`src/rtl/muldiv_unit.sv`:
```
// Iterative multiply/divide unit with HI/LO registers: radix-2 shift-add multiply,
// restoring divide, single-cycle MTHI/MTLO, abort via flush.
module muldiv_unit #(
    parameter int WIDTH = 32
) (
    input  logic             clk,
    input  logic             reset,
    input  logic             start,
    input  logic [2:0]       op,
    input  logic [WIDTH-1:0] a,
    input  logic [WIDTH-1:0] b,
    input  logic             flush,
    output logic             busy,
    output logic             done,
    output logic             div_by_zero,
    output logic [WIDTH-1:0] hi,
    output logic [WIDTH-1:0] lo
);

    localparam int CW = $clog2(WIDTH) + 1;

    typedef enum logic [1:0] {
        S_IDLE = 2'd0,
        S_MUL  = 2'd1,
        S_DIV  = 2'd2,
        S_FIX  = 2'd3
    } state_t;

    function automatic logic [WIDTH-1:0] neg_w(input logic [WIDTH-1:0] v);
        return ~v + WIDTH'(1);
    endfunction

    function automatic logic [2*WIDTH-1:0] neg_2w(input logic [2*WIDTH-1:0] v);
        return ~v + (2*WIDTH)'(1);
    endfunction

    state_t             r_state;
    state_t             w_next;
    logic [CW-1:0]      r_cnt;
    logic [2*WIDTH-1:0] r_acc;
    logic [WIDTH-1:0]   r_opnd;
    logic [WIDTH-1:0]   r_a;
    logic               r_is_div;
    logic               r_neg_res;
    logic               r_neg_rem;
    logic               r_b_zero;
    logic [WIDTH-1:0]   r_hi;
    logic [WIDTH-1:0]   r_lo;
    logic               r_done;
    logic               r_dbz;

    logic               w_start_ok;
    logic               w_a_neg;
    logic               w_b_neg;
    logic [WIDTH-1:0]   w_abs_a;
    logic [WIDTH-1:0]   w_abs_b;
    logic [WIDTH:0]     w_mul_upper;
    logic [WIDTH:0]     w_div_trial;
    logic [2*WIDTH-1:0] w_acc_nxt;
    logic [2*WIDTH-1:0] w_prod;
    logic [WIDTH-1:0]   w_quo;
    logic [WIDTH-1:0]   w_rem;
    logic               w_last;

    assign w_start_ok = start & ~flush & (r_state == S_IDLE);
    assign w_a_neg    = ~op[0] & a[WIDTH-1];
    assign w_b_neg    = ~op[0] & b[WIDTH-1];
    assign w_abs_a    = w_a_neg ? neg_w(a) : a;
    assign w_abs_b    = w_b_neg ? neg_w(b) : b;
    assign w_last     = (r_cnt == CW'(WIDTH - 1));

    // State register
    always_ff @(posedge clk or posedge reset) begin
        if (reset) begin
            r_state <= S_IDLE;
        end else begin
            r_state <= w_next;
        end
    end

    // Next-state logic; flush aborts any non-idle state
    always_comb begin
        w_next = r_state;
        case (r_state)
            S_IDLE: begin
                if (w_start_ok && (op[2] == 1'b0)) begin
                    w_next = op[1] ? S_DIV : S_MUL;
                end else begin
                    w_next = S_IDLE;
                end
            end
            S_MUL, S_DIV: begin
                if (flush) begin
                    w_next = S_IDLE;
                end else if (w_last) begin
                    w_next = S_FIX;
                end else begin
                    w_next = r_state;
                end
            end
            S_FIX:   w_next = S_IDLE;
            default: w_next = S_IDLE;
        endcase
    end

    // One iteration step: acc = {upper, lower}; mul shifts right, div shifts left
    always_comb begin
        w_mul_upper = {1'b0, r_acc[2*WIDTH-1:WIDTH]}
                    + (r_acc[0] ? {1'b0, r_opnd} : {(WIDTH+1){1'b0}});
        w_div_trial = r_acc[2*WIDTH-1:WIDTH-1] - {1'b0, r_opnd};
        if (r_is_div) begin
            if (w_div_trial[WIDTH] == 1'b0) begin
                w_acc_nxt = {w_div_trial[WIDTH-1:0], r_acc[WIDTH-2:0], 1'b1};
            end else begin
                w_acc_nxt = {r_acc[2*WIDTH-2:0], 1'b0};
            end
        end else begin
            w_acc_nxt = {w_mul_upper, r_acc[WIDTH-1:1]};
        end
    end

    // Sign fix-up of the magnitude results
    always_comb begin
        w_prod = r_neg_res ? neg_2w(r_acc) : r_acc;
        w_quo  = r_neg_res ? neg_w(r_acc[WIDTH-1:0]) : r_acc[WIDTH-1:0];
        w_rem  = r_neg_rem ? neg_w(r_acc[2*WIDTH-1:WIDTH]) : r_acc[2*WIDTH-1:WIDTH];
    end

    // Datapath, HI/LO and status pulses
    always_ff @(posedge clk or posedge reset) begin
        if (reset) begin
            r_cnt     <= '0;
            r_acc     <= '0;
            r_opnd    <= '0;
            r_a       <= '0;
            r_is_div  <= 1'b0;
            r_neg_res <= 1'b0;
            r_neg_rem <= 1'b0;
            r_b_zero  <= 1'b0;
            r_hi      <= '0;
            r_lo      <= '0;
            r_done    <= 1'b0;
            r_dbz     <= 1'b0;
        end else begin
            r_done <= 1'b0;
            r_dbz  <= 1'b0;
            case (r_state)
                S_IDLE: begin
                    if (w_start_ok) begin
                        case (op)
                            3'b000, 3'b001, 3'b010, 3'b011: begin
                                r_acc     <= op[1] ? {{WIDTH{1'b0}}, w_abs_a}
                                                   : {{WIDTH{1'b0}}, w_abs_b};
                                r_opnd    <= op[1] ? w_abs_b : w_abs_a;
                                r_cnt     <= '0;
                                r_is_div  <= op[1];
                                r_neg_res <= w_a_neg ^ w_b_neg;
                                r_neg_rem <= w_a_neg;
                                r_a       <= a;
                                r_b_zero  <= (b == '0);
                            end
                            3'b100:  r_hi <= a;
                            3'b101:  r_lo <= a;
                            default: ;
                        endcase
                    end
                end
                S_MUL, S_DIV: begin
                    if (!flush) begin
                        r_acc <= w_acc_nxt;
                        r_cnt <= r_cnt + CW'(1);
                    end
                end
                S_FIX: begin
                    if (!flush) begin
                        r_done <= 1'b1;
                        if (!r_is_div) begin
                            r_hi <= w_prod[2*WIDTH-1:WIDTH];
                            r_lo <= w_prod[WIDTH-1:0];
                        end else if (r_b_zero) begin
                            r_hi  <= r_a;
                            r_lo  <= '1;
                            r_dbz <= 1'b1;
                        end else begin
                            r_hi <= w_rem;
                            r_lo <= w_quo;
                        end
                    end
                end
                default: ;
            endcase
        end
    end

    assign busy        = (r_state != S_IDLE);
    assign done        = r_done;
    assign div_by_zero = r_dbz;
    assign hi          = r_hi;
    assign lo          = r_lo;

endmodule

```
`config.mk`:
```
export PLATFORM = sky130hd
export DESIGN_NAME = muldiv_unit
export DESIGN_NICKNAME = d
export VERILOG_FILES = /design/src/rtl/muldiv_unit.sv
export SDC_FILE = /design/constraint.sdc
export NUM_CORES = 1
export LEC_CHECK = 0
export BUFFER_PORTS_ARGS = -buffer_cell sky130_fd_sc_hd__buf_2
export CORE_UTILIZATION = 62
export DETAILED_ROUTE_END_ITERATION = 16
export GPL_TIMING_DRIVEN = 0
export PLACE_DENSITY = 0.82
export SYNTH_ARGS = -nofsm -noshare
export SYNTH_HDL_FRONTEND = slang
export SYNTH_SLANG_ARGS = --single-unit
export TNS_END_PERCENT = 20
```
`constraint.sdc`:
```
create_clock -name clk -period 8.5 [get_ports clk]
set_clock_uncertainty 0.2 [all_clocks]
set_input_delay 0.85 -clock clk [delete_from_list [all_inputs] [get_ports clk]]
set_output_delay 0.85 -clock clk [all_outputs]
set_load 0.1 [all_outputs]
```
==> results of run 1 <==
## state kept, by name, indices dropped and copies added (netlist names), 2 cells and up
name / count
hi: 32
lo: 32
r_a: 32
r_acc: 64
r_cnt: 6
r_opnd: 32
r_state: 2
## cell families (layout without fill, tap and decap cells)
family / count (synthesis) / after routing / synth area share (%)
AND/OR/NAND/NOR: 729 / 729 / 19.56
AO/OA/AOI/OAI: 726 / 726 / 25.77
buffers and inverters: 233 / 407 / 5.232
flip-flops: 206 / 206 / 30.02
XOR/XNOR: 191 / 191 / 9.742
adder cells (fa/ha/maj): 74 / 74 / 5.479
multiplexers: 69 / 69 / 4.190
other: 0 / 1 / 0
## layer usage
layer / GRT usage, % / up-vias / routed length [microns]
li1: - / 8248 / -
met1: 62.87 / 8767 / 26000
met2: 71.37 / 1476 / 28420
met3: 13.40 / 301 / 9845
met4: 28.34 / 0 / 4785
met5: 0 / - / 0
## worst min path at each step
stage                       start       to  slack [ns]  depth (start not counted)
after global placement      hi[4]    hi[4]        0.25                          2
after CTS                   reset    lo[6]        0.24                          2
after floorplan           r_a[19]  r_a[19]        0.24                          2
after detailed placement  r_a[19]  r_a[19]        0.26                          2
final                       reset    lo[6]        0.18                          2
after global routing        reset    lo[6]        0.25                          2
## per-stage QoR
step	utilization, %	hold WS [ns]	power (W)	cells	area [sq um]
detailed placement	67.65	0.2587	0.004246	2700	18280
global placement	67.52	0.2500	0.004181	2699	18250
finish	70.68	0.1810	0.005458	2744	19100
CTS	70.67	0.2365	0.005344	2743	19100
floorplan	-	0.2404	0.003528	2228	17170
global route	70.67	0.2456	0.005646	2743	19100
## cells in the final DEF, fill, tap and decap left out, types with 12 or more instances in the layout
cell	instances
a22oi_1	17
nand2_1	315
ha_1	72
nand3_1	26
clkbuf_16	24
xor2_1	60
nor2_1	188
o22ai_1	30
clkbuf_1	143
o21bai_1	15
or4_1	12
buf_2	139
inv_1	69
a211oi_1	28
buf_1	12
o31ai_1	32
nor2b_1	16
nand2b_1	29
a21oi_1	172
o211ai_1	34
or3_1	19
dfrtp_1	206
nor3_1	47
xnor2_1	131
o21ai_0	247
mux2i_1	48
a21o_1	31
a31oi_1	32
nand4_1	12
mux2_2	20
nor4_1	12
## layout make-up
class                           instances  area [sq um]
Antenna cell                            1         2.502
Buffer                                161         628.1
Sequential cell                       206          5155
Inverter                               72         277.8
Clock buffer                           33         664.4
Tap cell                              341         426.7
Fill cell                            2257          7925
Clock inverter                         10         150.1
Multi-Input combinational cell       1789         11120
Timing Repair Buffer                  131         678.2
## where the power goes
group          total (W)  internal (W)  leakage [nW]  switching, W
Combinational    0.00291      0.000788          5.31       0.00212
Sequential       0.00144       0.00122          2.58      0.000221
Clock            0.00111      0.000640         0.383      0.000470
==> impl_metrics.tcl, run 1 <==
set metrics [dict create \
    path_cells "inv_1, clkbuf_1, nor2_1, ha_1, and4_1, nand2_1, a2111oi_0, o21ai_0, a21oi_1, a21oi_1, o21ai_0, a31oi_1, a21oi_1, nor3b_1" \
    coreArea_sq_um 27030 \
    ff2ff_setup_slack_ns 3.83 \
    drtPass1Iterations 6 \
    drtIter0Drc 2610 \
    yosys-top-cells-count "315 x nand2_1, 247 x o21ai_0, 206 x dfrtp_1" \
    postRouteWirelength_microns 69040 \
    syn_area_per_cell_sq_um 7.707 \
    rsz0062_at_grt "no" \
    endpoint_kind "register" \
    cts.sinks 206 \
    dp_hpwl_microns 52650 \
    cp.depth 14 \
    crit_start "r_acc[0]" \
    die_area_sq_um 28370 \
    period_share_pct 54.97 \
    area_growth_pct 11.24 \
    slowest_stage "a2111oi_0" \
    ctsLongestPathBuffers 3 \
    pin_count 138 \
    async_flop_share_pct 100.0 \
    synth_top_area_share_pct 30.02 \
    cp.arrival_ns 4.95 \
    numCtsBuffers 24 \
    overflow 0 \
    final_nets 2530 \
    cpLargestDelayFamily "compound AO/OA/AOI/OAI gates" \
    ys_seq_area_share_pct 30.02 \
    rows 60 \
    hold_buffers 0 \
    grt_max_degree 112 \
    drive_above_1_share_pct 9.367 \
    clk_pin_slew_worst_paths_ns 0.07 \
    postCtsSetupBuffers 0 \
    path_class "reg -> reg" \
    yosys.area.top_type "dfrtp_1" \
    rr_endpoint "r_acc[63]" \
    cp_common_cell "a21oi_1" \
    max_slew_margin_pct 29.42 \
    cts-root-buf "clkbuf_16" \
    worstMarginPinSlew_ns 1.052 \
    cts_resized 0 \
    worst-path-buf-inv 2 \
    drv_cap 0 \
    post-route-min-period_ns 4.672 \
    syn-num-nets 2373 \
    cts_tree "done" \
    crit_end "r_acc[63]" \
    initial_core_util_pct 63.54 \
    die_h_microns 168.4 \
    grt_pass1_wl_microns 103000 \
    synth_cell_types 82 \
    power-per-cell-area_nw_per_um2 285.7 \
    grt_antenna_before_repair 0 \
    slew_violations 0 \
    synthFlopType "dfrtp_1" \
    ys_top_cells_by_area "dfrtp_1 30%, o21ai_0 7.2%, nand2_1 6.9%, xnor2_1 6.7%, ha_1 5.2%" \
    p_leak_nw 8.273 \
    wire_per_inst_microns 25.16 \
    rr_worst_depth 14 \
    grt_usage_pct 48.18 \
    synth-seq-cells 206 \
    portBuffers 130 \
    slowest_delay_ns 0.81 \
    setup_tns_ns 0 \
    clock_latency_ns 0.57 \
    setup_ws_ns 3.828 \
    r2r_start "r_acc[0]" \
    hold_viol_final 0 \
    globalplace.congestion 1.045 \
    hold_path_class "in -> async" \
    netlist_area_sq_um 17170 \
    crit_path_max_fanout 10 \
    worst_ep_required_time_ns 8.77 \
    place_ws_ns 4.011 \
    drc 0 \
    status "completed" \
    start_kind "register" \
    synth-edff-count 0 \
    setup_viol 0 \
    yosysWarnings 0 \
    vias 18790 \
    grt_pass1_vias 17540 \
    timing.fmax_mhz 214.0 \
    yosysMostFrequentCell "nand2_1" \
    chipWidth_microns 168.4 \
    postRouteAntennaNets 0 \
    h-tree-depth 1 \
    netlist_instances 2228 \
    max-vdd-ir-drop_mv 0.1837 \
    via_per_inst 6.848 \
]
Note: power is estimated with default switching activity, not from simulation.
==> run 2, diff against run 1 <==
CORE_UTILIZATION = 56   (was 62)
PLACE_DENSITY = 0.78   (was 0.82)
clock period = 3.93 ns   (was 8.5 ns; I/O delays follow)
==> run 2 against run 1 <==
Die area increased by 11%; sequential cell count unchanged; sequential share of layout area decreased by 0.75 points; hold slack got worse by 0.17 ns; non-clock buffer count increased by 30; global-route usage decreased by 4.3 points; core utilization decreased by 4.9 points; maximum frequency increased by 22%; setup slack got worse by 3.7 ns; final cell count increased by 3.0%; critical path type unchanged; largest cell class unchanged.
==> impl_metrics.tcl, run 2 (synthesis gave the netlist of run 1 again) <==
set metrics [dict create \
    post-route-min-period_ns 3.828 \
    cpLargestDelayFamily "simple AND/OR/NAND/NOR gates" \
    status "completed" \
    grt_max_degree 44 \
    worst_ep_required_time_ns 4.20 \
    multiInputGateArea_sq_um 11220 \
    setup_tns_ns 0 \
    nFillCells 2592 \
    path_cells "inv_2, buf_2, ha_1, nand2b_1, nor4_2, nand4_1, buf_4, or2_1, buf_2, o31ai_2, xnor2_1, nor2_1, a21oi_1, mux2i_1, o21ai_1" \
    slowest_delay_ns 0.49 \
    path_class "reg -> reg" \
    endpoint_kind "register" \
    coreArea_sq_um 29870 \
    cts-root-buf "clkbuf_16" \
    clk_pin_slew_worst_paths_ns 0.07 \
    utilization_pct 65.80 \
    pin_count 138 \
    max_slew_margin_pct 20.44 \
    p_leak_nw 8.461 \
    ctsLongestPathBuffers 3 \
    worstMarginPinSlew_ns 1.185 \
    dp_hpwl_microns 54060 \
    drtPass1Iterations 7 \
    die_h_microns 177.1 \
    hold_path_class "in -> reg" \
    power-per-cell-area_nw_per_um2 608.9 \
    final_area_sq_um 19660 \
    rows 63 \
    postRouteAntennaNets 0 \
    drv_cap 0 \
    die_area_sq_um 31370 \
    timing.fmax_mhz 261.2 \
    final_nets 2561 \
    grt_antenna_before_repair 0 \
    cp_common_cell "buf_2" \
    cts_tree "done" \
    antenna_cells 0 \
    initial_core_util_pct 57.48 \
    cp.arrival_ns 4.10 \
    largest-register "r_acc" \
    clock_latency_ns 0.55 \
    setup_viol 0 \
    drive_above_1_share_pct 10.80 \
    worst-path-buf-inv 4 \
    finalPower_w 0.01197 \
    grt_pass1_wl_microns 103600 \
    start_kind "register" \
    max-vdd-ir-drop_mv 0.3809 \
    hold_viol_final 0 \
    slew_violations 0 \
    final_common_cell "nand2_1" \
    grt_pass1_vias 17260 \
    h-tree-depth 1 \
    period_share_pct 97.42 \
    globalplace.congestion 1.066 \
    crit_path_max_fanout 10 \
    area_growth_pct 14.48 \
    slowest_stage "dfrtp_2" \
    chipWidth_microns 177.1 \
    drc 0 \
    overflow 0 \
    fin_hold_ws_ns 0.01299 \
    rsz0062_at_grt "yes" \
    mostFrequentLayoutCells "315 x nand2_1, 245 x o21ai_0, 203 x dfrtp_1" \
    cts.sinks 206 \
    numCtsBuffers 25 \
    regArea_sq_um 5159 \
    via_per_inst 6.579 \
    grt_usage_pct 43.93 \
    postRouteWirelength_microns 69840 \
    vias 18590 \
    largest_reg_flops 64 \
    wire_per_inst_microns 24.72 \
    portBuffers 130 \
    drtIter0Drc 2500 \
    place_area_sq_um 18410 \
]
-- run 2: final timing paths --
kind                       startpoint    endpoint  slack (ns)  depth (start not counted)
setup / recovery             r_acc[0]      hi[18]        0.10                         15
hold / removal                   a[4]       lo[4]        0.01                          3
setup reg to reg             r_acc[0]      hi[18]        0.10                         15
hold reg to reg               r_a[26]     r_a[26]        0.28                          2
max in group asynchronous       reset  r_opnd[22]        2.20                          6
min in group asynchronous       reset       lo[7]        0.20                          3
-- run 2: worst min-delay path, stage by stage --
cell     delay, ns
buf_2         0.09
o22ai_1       0.08
o21ai_0       0.16
-- run 2: where the power goes --
group          switching (W)  internal, W
Combinational        0.00458      0.00175
Sequential          0.000474      0.00263
Clock                0.00105      0.00149
Total                0.00610      0.00586
-- run 2: per-layer routing --
metal,track usage (%),share of wire [%],up-vias
li1,-,-,8322
met1,58.09,39,8783
met2,65.97,43,1280
met3,11.73,13,200
met4,21.62,5.4,0
met5,0,0,-
-- run 2: repair_timing --
item,4_1_cts,5_1_grt
gates resized for setup,11,25
buffers inserted,3,0
pin swaps,1,1
endpoints found under the hold margin,88,0
setup endpoints to repair,29,39
hold buffers,23,0
cloned,0,0
-- run 2: cell type report --
class                           count  share of cell area, %
Timing Repair Buffer              161                  5.105
Inverter                           72                  1.394
Multi-Input combinational cell   1789                  57.08
Sequential cell                   206                  26.24
Clock inverter                     12                 0.8020
Tap cell                          390                  2.482
Clock buffer                       34                  3.660
Buffer                            161                  3.233
-- run 2: through the flow --
| stage | setup slack (ns) | std cells |
|---|---|---|
| after global routing | -0.01294 | 2825 |
| after CTS | 0.005147 | 2825 |
| final | 0.1015 | 2825 |
| after detailed placement | -0.4652 | 2753 |
| after global placement | -0.6902 | 2748 |
| after floorplan | 0.5166 | 2228 |
==> run 3, diff against run 2 <==
==> constraint.sdc (replaced) <==
create_clock -name clk -period 3.93 [get_ports clk]
set_clock_uncertainty 0.2 [all_clocks]
set_input_delay 0.786 -clock clk [delete_from_list [all_inputs] [get_ports clk]]
set_output_delay 0.786 -clock clk [all_outputs]
set_load 0.1 [all_outputs]
==> run 3 against run 2 <==
Die area unchanged; design area is 1.2% lower; non-clock buffer count shrank 23; critical path depth stayed put; setup slack better by 0.016 ns; via count up 0.10%; core utilization decreased by 0.77 points; sequential power hardly changed; highest routed layer unchanged.
==> impl_metrics.tcl, run 3 (synthesis gave the netlist of run 1 again) <==
set metrics [dict create \
    p_switching_w 0.006104 \
    wire_per_inst_microns 24.82 \
    nFillCells 2631 \
    final_common_cell "nand2_1" \
    utilization_pct 65.03 \
    final_nets 2538 \
    post-route-min-period_ns 3.813 \
    drtIter0Drc 2482 \
    coreArea_sq_um 29870 \
    clock_latency_ns 0.56 \
    max-vdd-ir-drop_mv 0.3818 \
    cts-root-buf "clkbuf_16" \
    regArea_sq_um 5159 \
    setup_viol 0 \
    rr_worst_depth 15 \
    p_leak_nw 8.365 \
    initial_core_util_pct 57.48 \
    dp_hpwl_microns 54060 \
    grt_pass1_wl_microns 103100 \
    cp.arrival_ns 4.09 \
    largest_reg_flops 64 \
    ctsLongestPathBuffers 3 \
    globalplace.congestion 1.066 \
    timing.fmax_mhz 262.3 \
    vias 18600 \
    p_comb_share_pct 52.8 \
    fin_hold_ws_ns 0.02498 \
    hold_viol_final 0 \
    max_slew_margin_pct 17.81 \
    power-per-cell-area_nw_per_um2 615.3 \
    cts.sinks 206 \
    antenna_cells 0 \
    status "completed" \
    grt_max_degree 44 \
    largest-register "r_acc" \
    numCtsBuffers 25 \
    die_area_sq_um 31370 \
    slew_violations 0 \
    pin_count 138 \
    chipWidth_microns 177.1 \
    place_ws_ns -0.4652 \
    postRouteWirelength_microns 69550 \
    grt_antenna_before_repair 0 \
    via_per_inst 6.640 \
    clk_pin_slew_worst_paths_ns 0.07 \
    overflow 0 \
    multiInputGateArea_sq_um 11220 \
    h-tree-depth 1 \
    drtPass1Iterations 6 \
    path_cells "inv_2, buf_2, ha_1, nand2b_1, nor4_2, nand4_1, buf_4, or2_1, buf_2, o31ai_2, xnor2_1, nor2_1, a21oi_1, mux2i_1, o21ai_1" \
    portBuffers 130 \
    grt_pass1_vias 17120 \
    crit_path_max_fanout 10 \
    switching_share_pct 51.06 \
    mostFrequentLayoutCells "315 x nand2_1, 245 x o21ai_0, 203 x dfrtp_1" \
    worst_ep_required_time_ns 4.21 \
    rsz0062_at_grt "yes" \
    p_int_w 0.005850 \
    rows 63 \
    setup_ws_ns 0.1170 \
    seqPwrFrac_pct 26.0 \
    path_class "reg -> reg" \
    grt_usage_pct 43.73 \
    die_h_microns 177.1 \
    endpoint_kind "register" \
    drv_cap 0 \
    area_growth_pct 13.14 \
    drc 0 \
    worstMarginPinSlew_ns 1.225 \
    start_kind "register" \
    clockPowerShare_pct 21.2 \
    slowest_delay_ns 0.49 \
    cp_common_cell "buf_2" \
    period_share_pct 97.02 \
    postRouteAntennaNets 0 \
    slowest_stage "dfrtp_2" \
    hold_path_class "in -> async" \
    drive_above_1_share_pct 10.90 \
    cts_tree "done" \
]
-- run 3: path summary, 6_finish.rpt --
check	from	to	slack, ns
max in group asynchronous	reset	r_opnd[22]	2.37
hold reg to reg	r_a[26]	r_a[26]	0.28
setup / recovery	r_acc[0]	hi[18]	0.12
setup reg to reg	r_acc[0]	hi[18]	0.12
min in group clk	r_a[26]	r_a[26]	0.28
hold / removal	reset	lo[28]	0.02
-- run 3: timing repair --
action                                  in CTS  in global routing
pin swaps                                    1                  1
resized for setup                           11                 25
hold buffers                                 0                  0
setup buffers                                3                  0
endpoints found under the setup margin      29                 38
-- run 3: per-stage QoR --
| stage | setup TNS (ns) | cells | power (W) | cell area (sq um) |
|---|---|---|---|---|
| 4_1_cts | 0 | 2802 | 0.01172 | 19350 |
| 5_1_grt | -0.01138 | 2802 | 0.01242 | 19430 |
| 2_1_floorplan | 0 | 2228 | 0.007631 | 17180 |
| 3_5_place_dp | -5.151 | 2753 | 0.009197 | 18410 |
| 3_3_place_gp | -221.70 | 2748 | 0.009084 | 18310 |
| 6_report | 0 | 2802 | 0.01195 | 19430 |
-- run 3: worst max-delay path: cells and delay by family (launching register included) --
kind / cells / cell delay, ns
and+or+nand+nor: 5 / 0.91
buffers and inverters: 4 / 0.85
AOI/OAI and AO/OA: 3 / 0.71
DFF: 1 / 0.49
adders and majority gates: 1 / 0.22
xor gates and xnor gates: 1 / 0.19
muxes: 1 / 0.19
-- run 3: layer usage --
layer,up-vias,global-route usage (%),wire length [microns]
met2,1340,65.17,29300
li1,8268,-,-
met3,229,11.51,9023
met5,-,0,0
met4,0,22.16,4085
met1,8767,58.10,27140
-- run 3: area by class of cell --
cell class,count,share of cell area [%]
Buffer,161,3.272
Clock buffer,34,3.703
Clock inverter,12,0.8115
Inverter,72,1.410
Multi-Input combinational cell,1789,57.76
Sequential cell,206,26.55
Tap cell,390,2.512
Timing Repair Buffer,138,3.980
-- run 3: power by group through the flow --
stage | logic, W | registers, W | clock network [W]
floorplan | 0.00304 | 0.00459 | 0
global placement | 0.00600 | 0.00308 | 0
detailed placement | 0.00610 | 0.00310 | 0
CTS | 0.00613 | 0.00307 | 0.00251
global route | 0.00669 | 0.00314 | 0.00260
finish | 0.00631 | 0.00310 | 0.00254
